`config.mk`:
```
export PLATFORM = sky130hd
export DESIGN_NAME = uart_rx
export DESIGN_NICKNAME = d
export VERILOG_FILES = /design/src/rtl/uart_rx.sv
export SDC_FILE = /design/constraint.sdc
export NUM_CORES = 1
export LEC_CHECK = 0
export ABC_AREA = 0
export CAP_MARGIN = 20
export CORE_UTILIZATION = 45
export CTS_CLUSTER_DIAMETER = 30
export DETAILED_ROUTE_END_ITERATION = 6
export PLACE_DENSITY = 0.67
export RECOVER_POWER = 100
export SKIP_LAST_GASP = 1
export SYNTH_ARGS = -nofsm -noshare
export SYNTH_HDL_FRONTEND = slang
export SYNTH_SLANG_ARGS = --single-unit
```
`constraint.sdc`:
```
create_clock -name clk_i -period 3.1 [get_ports clk_i]
set_clock_uncertainty 0.05 [all_clocks]
set_input_delay 0.62 -clock clk_i [delete_from_list [all_inputs] [get_ports clk_i]]
set_output_delay 0.62 -clock clk_i [all_outputs]
set_load 0.005 [all_outputs]
```
`src/rtl/uart_rx.sv`:
```
// Oversampling 8N1 UART receiver with valid/ready output and error pulses.
// Define UART_RX_PARITY_EN to add a parity bit between the data and stop bits.
module uart_rx #(
    parameter int OVERSAMPLE = 16
) (
    input  logic       clk_i,
    input  logic       rst_ni,
    input  logic       rx_tick_i,
    input  logic       rx_i,
    input  logic       parity_odd_i,
    output logic [7:0] data_o,
    output logic       valid_o,
    input  logic       ready_i,
    output logic       frame_err_o,
    output logic       parity_err_o,
    output logic       overrun_o
);

    localparam int TW = $clog2(OVERSAMPLE);
    localparam logic [TW-1:0] MID  = TW'(OVERSAMPLE / 2 - 1);
    localparam logic [TW-1:0] LAST = TW'(OVERSAMPLE - 1);

`ifdef UART_RX_PARITY_EN
    typedef enum logic [2:0] {IDLE, START, DATA, PARITY, STOP} state_t;
`else
    typedef enum logic [2:0] {IDLE, START, DATA, STOP} state_t;
`endif

    state_t          state_q, state_d;
    logic [TW-1:0]   tick_q, tick_d;
    logic [2:0]      bit_q, bit_d;
    logic [7:0]      shift_q, shift_d;
    logic            armed_q, armed_d;
    logic            rx_meta, rx_sync;
    logic            good_frame, frame_bad;
`ifdef UART_RX_PARITY_EN
    logic            perr_q, perr_d, parity_bad;
`else
    logic            unused_parity_odd;
    assign unused_parity_odd = parity_odd_i;
`endif

    // Both synchronizer stages reset high so reset never looks like a start bit
    always_ff @(posedge clk_i or negedge rst_ni) begin
        if (!rst_ni) begin
            rx_meta <= 1'b1;
            rx_sync <= 1'b1;
        end else begin
            rx_meta <= rx_i;
            rx_sync <= rx_meta;
        end
    end

    always_ff @(posedge clk_i or negedge rst_ni) begin
        if (!rst_ni) begin
            state_q <= IDLE;
            tick_q  <= '0;
            bit_q   <= '0;
            shift_q <= '0;
            armed_q <= 1'b0;
`ifdef UART_RX_PARITY_EN
            perr_q  <= 1'b0;
`endif
        end else begin
            state_q <= state_d;
            tick_q  <= tick_d;
            bit_q   <= bit_d;
            shift_q <= shift_d;
            armed_q <= armed_d;
`ifdef UART_RX_PARITY_EN
            perr_q  <= perr_d;
`endif
        end
    end

    always_comb begin
        state_d    = state_q;
        tick_d     = tick_q;
        bit_d      = bit_q;
        shift_d    = shift_q;
        armed_d    = armed_q;
        good_frame = 1'b0;
        frame_bad  = 1'b0;
`ifdef UART_RX_PARITY_EN
        perr_d     = perr_q;
        parity_bad = 1'b0;
`endif
        if (rx_tick_i) begin
            case (state_q)
                IDLE: begin
                    if (rx_sync) begin
                        armed_d = 1'b1;
                    end else if (armed_q) begin
                        armed_d = 1'b0;
                        tick_d  = '0;
                        state_d = START;
                    end
                end
                START: begin
                    if (tick_q == MID) begin
                        if (!rx_sync) begin
                            state_d = DATA;
                            tick_d  = '0;
                            bit_d   = '0;
`ifdef UART_RX_PARITY_EN
                            perr_d  = 1'b0;
`endif
                        end else begin
                            armed_d = 1'b1;
                            state_d = IDLE;
                        end
                    end else begin
                        tick_d = tick_q + TW'(1);
                    end
                end
                DATA: begin
                    tick_d = tick_q + TW'(1);
                    if (tick_q == LAST) begin
                        shift_d = {rx_sync, shift_q[7:1]};
                        bit_d   = bit_q + 3'd1;
                        if (bit_q == 3'd7) begin
`ifdef UART_RX_PARITY_EN
                            state_d = PARITY;
`else
                            state_d = STOP;
`endif
                        end
                    end
                end
`ifdef UART_RX_PARITY_EN
                PARITY: begin
                    tick_d = tick_q + TW'(1);
                    if (tick_q == LAST) begin
                        perr_d  = rx_sync != (^shift_q ^ parity_odd_i);
                        state_d = STOP;
                    end
                end
`endif
                STOP: begin
                    tick_d = tick_q + TW'(1);
                    if (tick_q == LAST) begin
                        state_d = IDLE;
                        armed_d = rx_sync;
                        if (!rx_sync) begin
                            frame_bad = 1'b1;
`ifdef UART_RX_PARITY_EN
                        end else if (perr_q) begin
                            parity_bad = 1'b1;
`endif
                        end else begin
                            good_frame = 1'b1;
                        end
                    end
                end
                default: state_d = IDLE;
            endcase
        end
    end

    // A good frame may reload in the same cycle the old byte is consumed
    always_ff @(posedge clk_i or negedge rst_ni) begin
        if (!rst_ni) begin
            data_o      <= 8'h00;
            valid_o     <= 1'b0;
            frame_err_o <= 1'b0;
            overrun_o   <= 1'b0;
        end else begin
            frame_err_o <= frame_bad;
            overrun_o   <= 1'b0;
            if (good_frame && (!valid_o || ready_i)) begin
                data_o  <= shift_q;
                valid_o <= 1'b1;
            end else begin
                if (good_frame) begin
                    overrun_o <= 1'b1;
                end
                if (valid_o && ready_i) begin
                    valid_o <= 1'b0;
                end
            end
        end
    end

`ifdef UART_RX_PARITY_EN
    always_ff @(posedge clk_i or negedge rst_ni) begin
        if (!rst_ni) begin
            parity_err_o <= 1'b0;
        end else begin
            parity_err_o <= parity_bad;
        end
    end
`else
    assign parity_err_o = 1'b0;
`endif

endmodule
```
# After elaboration in Yosys (flattened, before gate mapping)
# Cells that the tools add are included.
# word_totals
output_inout_bits	12
in_bits	6
reg_bits	32
elab_cells	76
# op_classes
reduce_logical	15
n_eq_ne	15
n_addsub	2
mux	33
# op_table
operator	count
3-bit two-way mux	9
4-bit two-way mux	4
2-bit != test (second input constant)	8
1-bit two-way mux	15
5-bit AND reduction	3
3-bit one-hot mux with 4 select lines	1
4-bit one-hot mux with 3 select lines	1
7-bit AND reduction	1
3-bit by 2-bit == test with 1-bit output (second input constant)	2
3-bit one-hot mux with 2 select lines	1
3-bit nonzero test	2
4-bit by 1-bit adder with 4-bit output (second input constant)	1
4-bit by 3-bit == test with 1-bit output (second input constant)	1
4-bit == test (second input constant)	1
2-bit nonzero test	2
3-bit by 1-bit adder with 3-bit output (second input constant)	1
3-bit by 1-bit == test with 1-bit output (second input constant)	1
3-bit == test (second input constant)	1
3-bit zero test	1
3-bit != test (second input constant)	1
1-bit one-hot mux with 3 select lines	1
3-bit AND reduction	1
1-bit logical AND	2
2-bit two-way mux	1
other kinds (3)	3

# Logic depth before layout (Yosys ltp)
# logic_depth
ltp_word	6
depth_mapped	5
depth_no_buf	5

# Worst setup path before layout
# OpenSTA, ideal clock, no wires.
# synth_path
path_kind	input to register
startpoint	input rx_tick_i
endpoint	register shift_q[0]
path_buffers	1
path_slack_ns	1.302
t_required_ns	2.925
setup_ns	0.125
arrival_ns	1.623
stages	4
path_cell_list	buf_2 -> nand3_2 -> nor3_4 -> mux2_2
# synth_via
elab_chain_cells	1
# synth_lines
item	line_no	source
start, declared	8	input logic rx_tick_i,
3-bit AND reduction (no line)	--	
end signal, assigned	68	shift_q <= shift_d;
end, declared	32	logic [7:0] shift_q, shift_d;
# No other way between the ends.
# A chain may end at the register's enable or synchronous reset.

# Worst setup path in the final report
# layout_path
startpoint	input rx_tick_i
endpoint	register shift_q[6]
# The elaborated chain is that of the path after synthesis.

==> reports/qor.yml <==
outcome:
  status: "finished with violations"
  violated_checks: "max-capacitance violations, max-slew violations"
place:
  dp.final_hpwl_mm: 1.65
  placed_cells: 171
  gp_congestion: 0.821
  port-buffer-count: 15
critical_path:
  endpoint_kind: "flip-flop"
  critical_path_depth: 4
  critical_path_buf_inv_count: 1
  critical_path.top_delay_family: "simple AND/OR/NAND/NOR gates"
  worst-setup-path-type: "in2reg"
  worstPathCellList: "dlygate4sd3_1, nand3_1, nor3_2, mux2_2"
  depth_of_the_worst_register_to_register_path: 4
  cp_slowest_stage_delay_ps: 740
  cp_max_fo: 10
  critical_path.slowest_cell: "sky130_fd_sc_hd__dlygate4sd3_1"
  worst_setup_path_start_kind: "primary input"
  crit_arrival_ps: 2640
  worst-endpoint-required_ps: 3250
power:
  seq_power_share_pct: 52.7
  switching_share_pct: 30.4
  leakagePower_uw: 0.000808
  powerDensity_nw_per_um2: 571
  pwr-share-clk_pct: 27.8
  vdd_drop_max_mv: 0.209
  combinationalPowerShare_pct: 19.5
  p_switching_uw: 289
  p_int_uw: 661
logic_synthesis:
  syn-mean-instance-area_um2: 12.2
  syn-cell-area_um2: 1440
  dominantRegCellSynth: "sky130_fd_sc_hd__dfrtp_1"
  syn_inst: 118
  yosys_register_bits: 31
  synth-warning-count: 0
  synth_edf_count: 0
  ffs_w_async_s_r_synth_pct: 100
  syn-num-nets: 127
  sequential_cell_area_fraction_in_the_yosys_report_pct: 54.2
  netlist-cell-type-count: 42
clock_tree:
  cts_h_tree_depth: 2
  clk_path_buf_depth: 2
  post_cts_resized: 0
  numCtsBuffers: 5
  cts_tree: "done"
  cts_root_buf: "sky130_fd_sc_hd__clkbuf_4"
  cts-hold-fix-buffers: 0
  cts.sinks: 31
  clk_latency_ps: 320
  worst_setup_hold_path_clk_slew_ps: 90
  cts_setup_buffers: 0
route:
  via_per_inst: 5.35
  vias: 957
  postRouteAntennaNets: 0
  drcViolationCount: 0
  detailed_routing_iteration_count_for_the_pre_antenna_repair_pass: 4
  wl_per_cell_um: 13.2
  drt_iter0_drc: 27
  route.final.wire_length_mm: 2.36
grt:
  antenna_found_initial: 0
  final_global_route_overflow_total: 0
  grt_pass1_wl_mm: 4.17
  grt_util_overall_pct: 16.5
  grt_max_degree: 32
  first_global_vias: 925
sta:
  final-setup-viol-count: 0
  timing_hold_violations_final: 0
  period_share_pct: 80.3
  slew_violations: 32
  fin_setup_tns_ps: 0
  max_slew.worst_pin.slew_ps: 1580
  min_period_ps: 2490
  maxClockFrequency_ghz: 0.402
  unrepaired_setup_endpoints_after_global_routing: "false"
  maxSlewHeadroom_pct: -5.21
finish:
  n_fill_cell: 272
  stdcell_count: 179
  layout.cells.most_common_list: "sky130_fd_sc_hd__dfrtp_1 (29), sky130_fd_sc_hd__mux2_2 (16), sky130_fd_sc_hd__dlygate4sd3_1 (14)"
  most_common_cell_after_layout_fill_and_taps_aside: "sky130_fd_sc_hd__dfrtp_1"
  antenna-diode-count: 0
  share_of_post_route_cells_with_drive_strength_above_1_pct: 22.2
  layout.nets: 143
  flow.area_growth_from_synthesis_pct: 16.0
  post-route-util_pct: 55.0
floorplanning:
  die_width_um: 58.5
  rows: 20
  fp.coreArea_um2: 3030
  area_of_the_die_um2: 3420
  floorplan.initialDensity_pct: 47.4
  io_pins: 18
  die_height_um: 58.5
run:
  max-cap-violations: 1
hold_path:
  timing.hold.worst.class: "reg2reg"
  hold_depth: 0
[cell families (layout without fill, tap and decap cells)]
family	count (synthesis)	count (layout)	synth area share [%]
AND/OR/NAND/NOR	33	33	13.9
flip-flops	31	31	54.2
multiplexers	19	19	14.6
AO/OA/AOI/OAI	18	18	10.1
buffers and inverters	13	30	4.18
adder cells (fa/ha/maj)	3	3	2.62
other	1	1	0.261
[registers in the layout, summed over array words and instances, names as in the netlist]
signal and flops:
data_o 8, shift_q 8, tick_q 4, bit_q 3
state_q 2, armed_q 1, frame_err_o 1, overrun_o 1
rx_meta 1, rx_sync 1, valid_o 1
[stage by stage]
step / setup WS, ps / total power, µW / instance area [µm²] / hold slack, ps
3_5_place_dp: 561 / 700 / 1610 / 300
6_report: 610 / 950 / 1660 / 311
4_1_cts: 903 / 967 / 1680 / 314
3_3_place_gp: 585 / 692 / 1610 / 296
2_1_floorplan: 1300 / 657 / 1440 / 274
5_1_grt: 478 / 1010 / 1660 / 316
[synthesized netlist by cell type (2+ instances only)]
library cell,count,area (µm²)
sky130_fd_sc_hd__dfrtp_1,29,726
sky130_fd_sc_hd__mux2_2,16,180
sky130_fd_sc_hd__inv_1,6,22.5
sky130_fd_sc_hd__nand2_1,6,22.5
sky130_fd_sc_hd__nor2_1,4,15.0
sky130_fd_sc_hd__ha_1,3,37.5
sky130_fd_sc_hd__mux2i_1,3,30.0
sky130_fd_sc_hd__nand3_1,3,15.0
sky130_fd_sc_hd__o211ai_1,3,22.5
sky130_fd_sc_hd__or3_1,3,18.8
sky130_fd_sc_hd__a21o_1,2,15.0
sky130_fd_sc_hd__and3_1,2,12.5
sky130_fd_sc_hd__buf_2,2,10.0
sky130_fd_sc_hd__buf_4,2,15.0
sky130_fd_sc_hd__dfstp_2,2,52.6
sky130_fd_sc_hd__nand2b_1,2,12.5
sky130_fd_sc_hd__nand4_1,2,12.5
sky130_fd_sc_hd__o21ai_0,2,10.0
sky130_fd_sc_hd__o221ai_1,2,17.5
sky130_fd_sc_hd__o31ai_1,2,15.0
[path summary, 6_finish.rpt]
check / start / end / slack (ps)
worst max register to register: tick_q[0] / shift_q[6] / 1010
worst min register to register: rx_meta / rx_sync / 310
max in group asynchronous: rst_ni / shift_q[2] / 910
worst min-delay path: rx_meta / rx_sync / 310
min in group asynchronous: rst_ni / tick_q[0] / 1150
worst max-delay path: rx_tick_i / shift_q[6] / 610
[power by group through the flow]
| stage | sequential, µW | combinational [µW] | clock (µW) |
|---|---|---|---|
| global placement | 508 | 185 | 0 |
| floorplan | 474 | 182 | 0 |
| CTS | 503 | 191 | 273 |
| detailed placement | 511 | 189 | 0 |
| finish | 501 | 185 | 264 |
| global route | 510 | 211 | 286 |
[cell type report]
cell class	count	area (µm²)	share of cell area, %
Multi-Input combinational cell	74	586	35.2
Sequential cell	31	778	46.8
Timing Repair Buffer	16	154	9.25
Tap cell	44	55.1	3.31
Inverter	6	22.5	1.35
Clock buffer	8	68.8	4.14
[per-layer routing]
metal / routed length [µm] / vias to the layer above / track usage, %
met1: 1110 / 474 / 22.4
met5: 0 / - / 0
li1: - / 460 / -
met4: 36 / 0 / 8.16
met2: 1120 / 18 / 24.1
met3: 99 / 5 / 5.05
No activity file was read; power rests on OpenSTA's default activity.
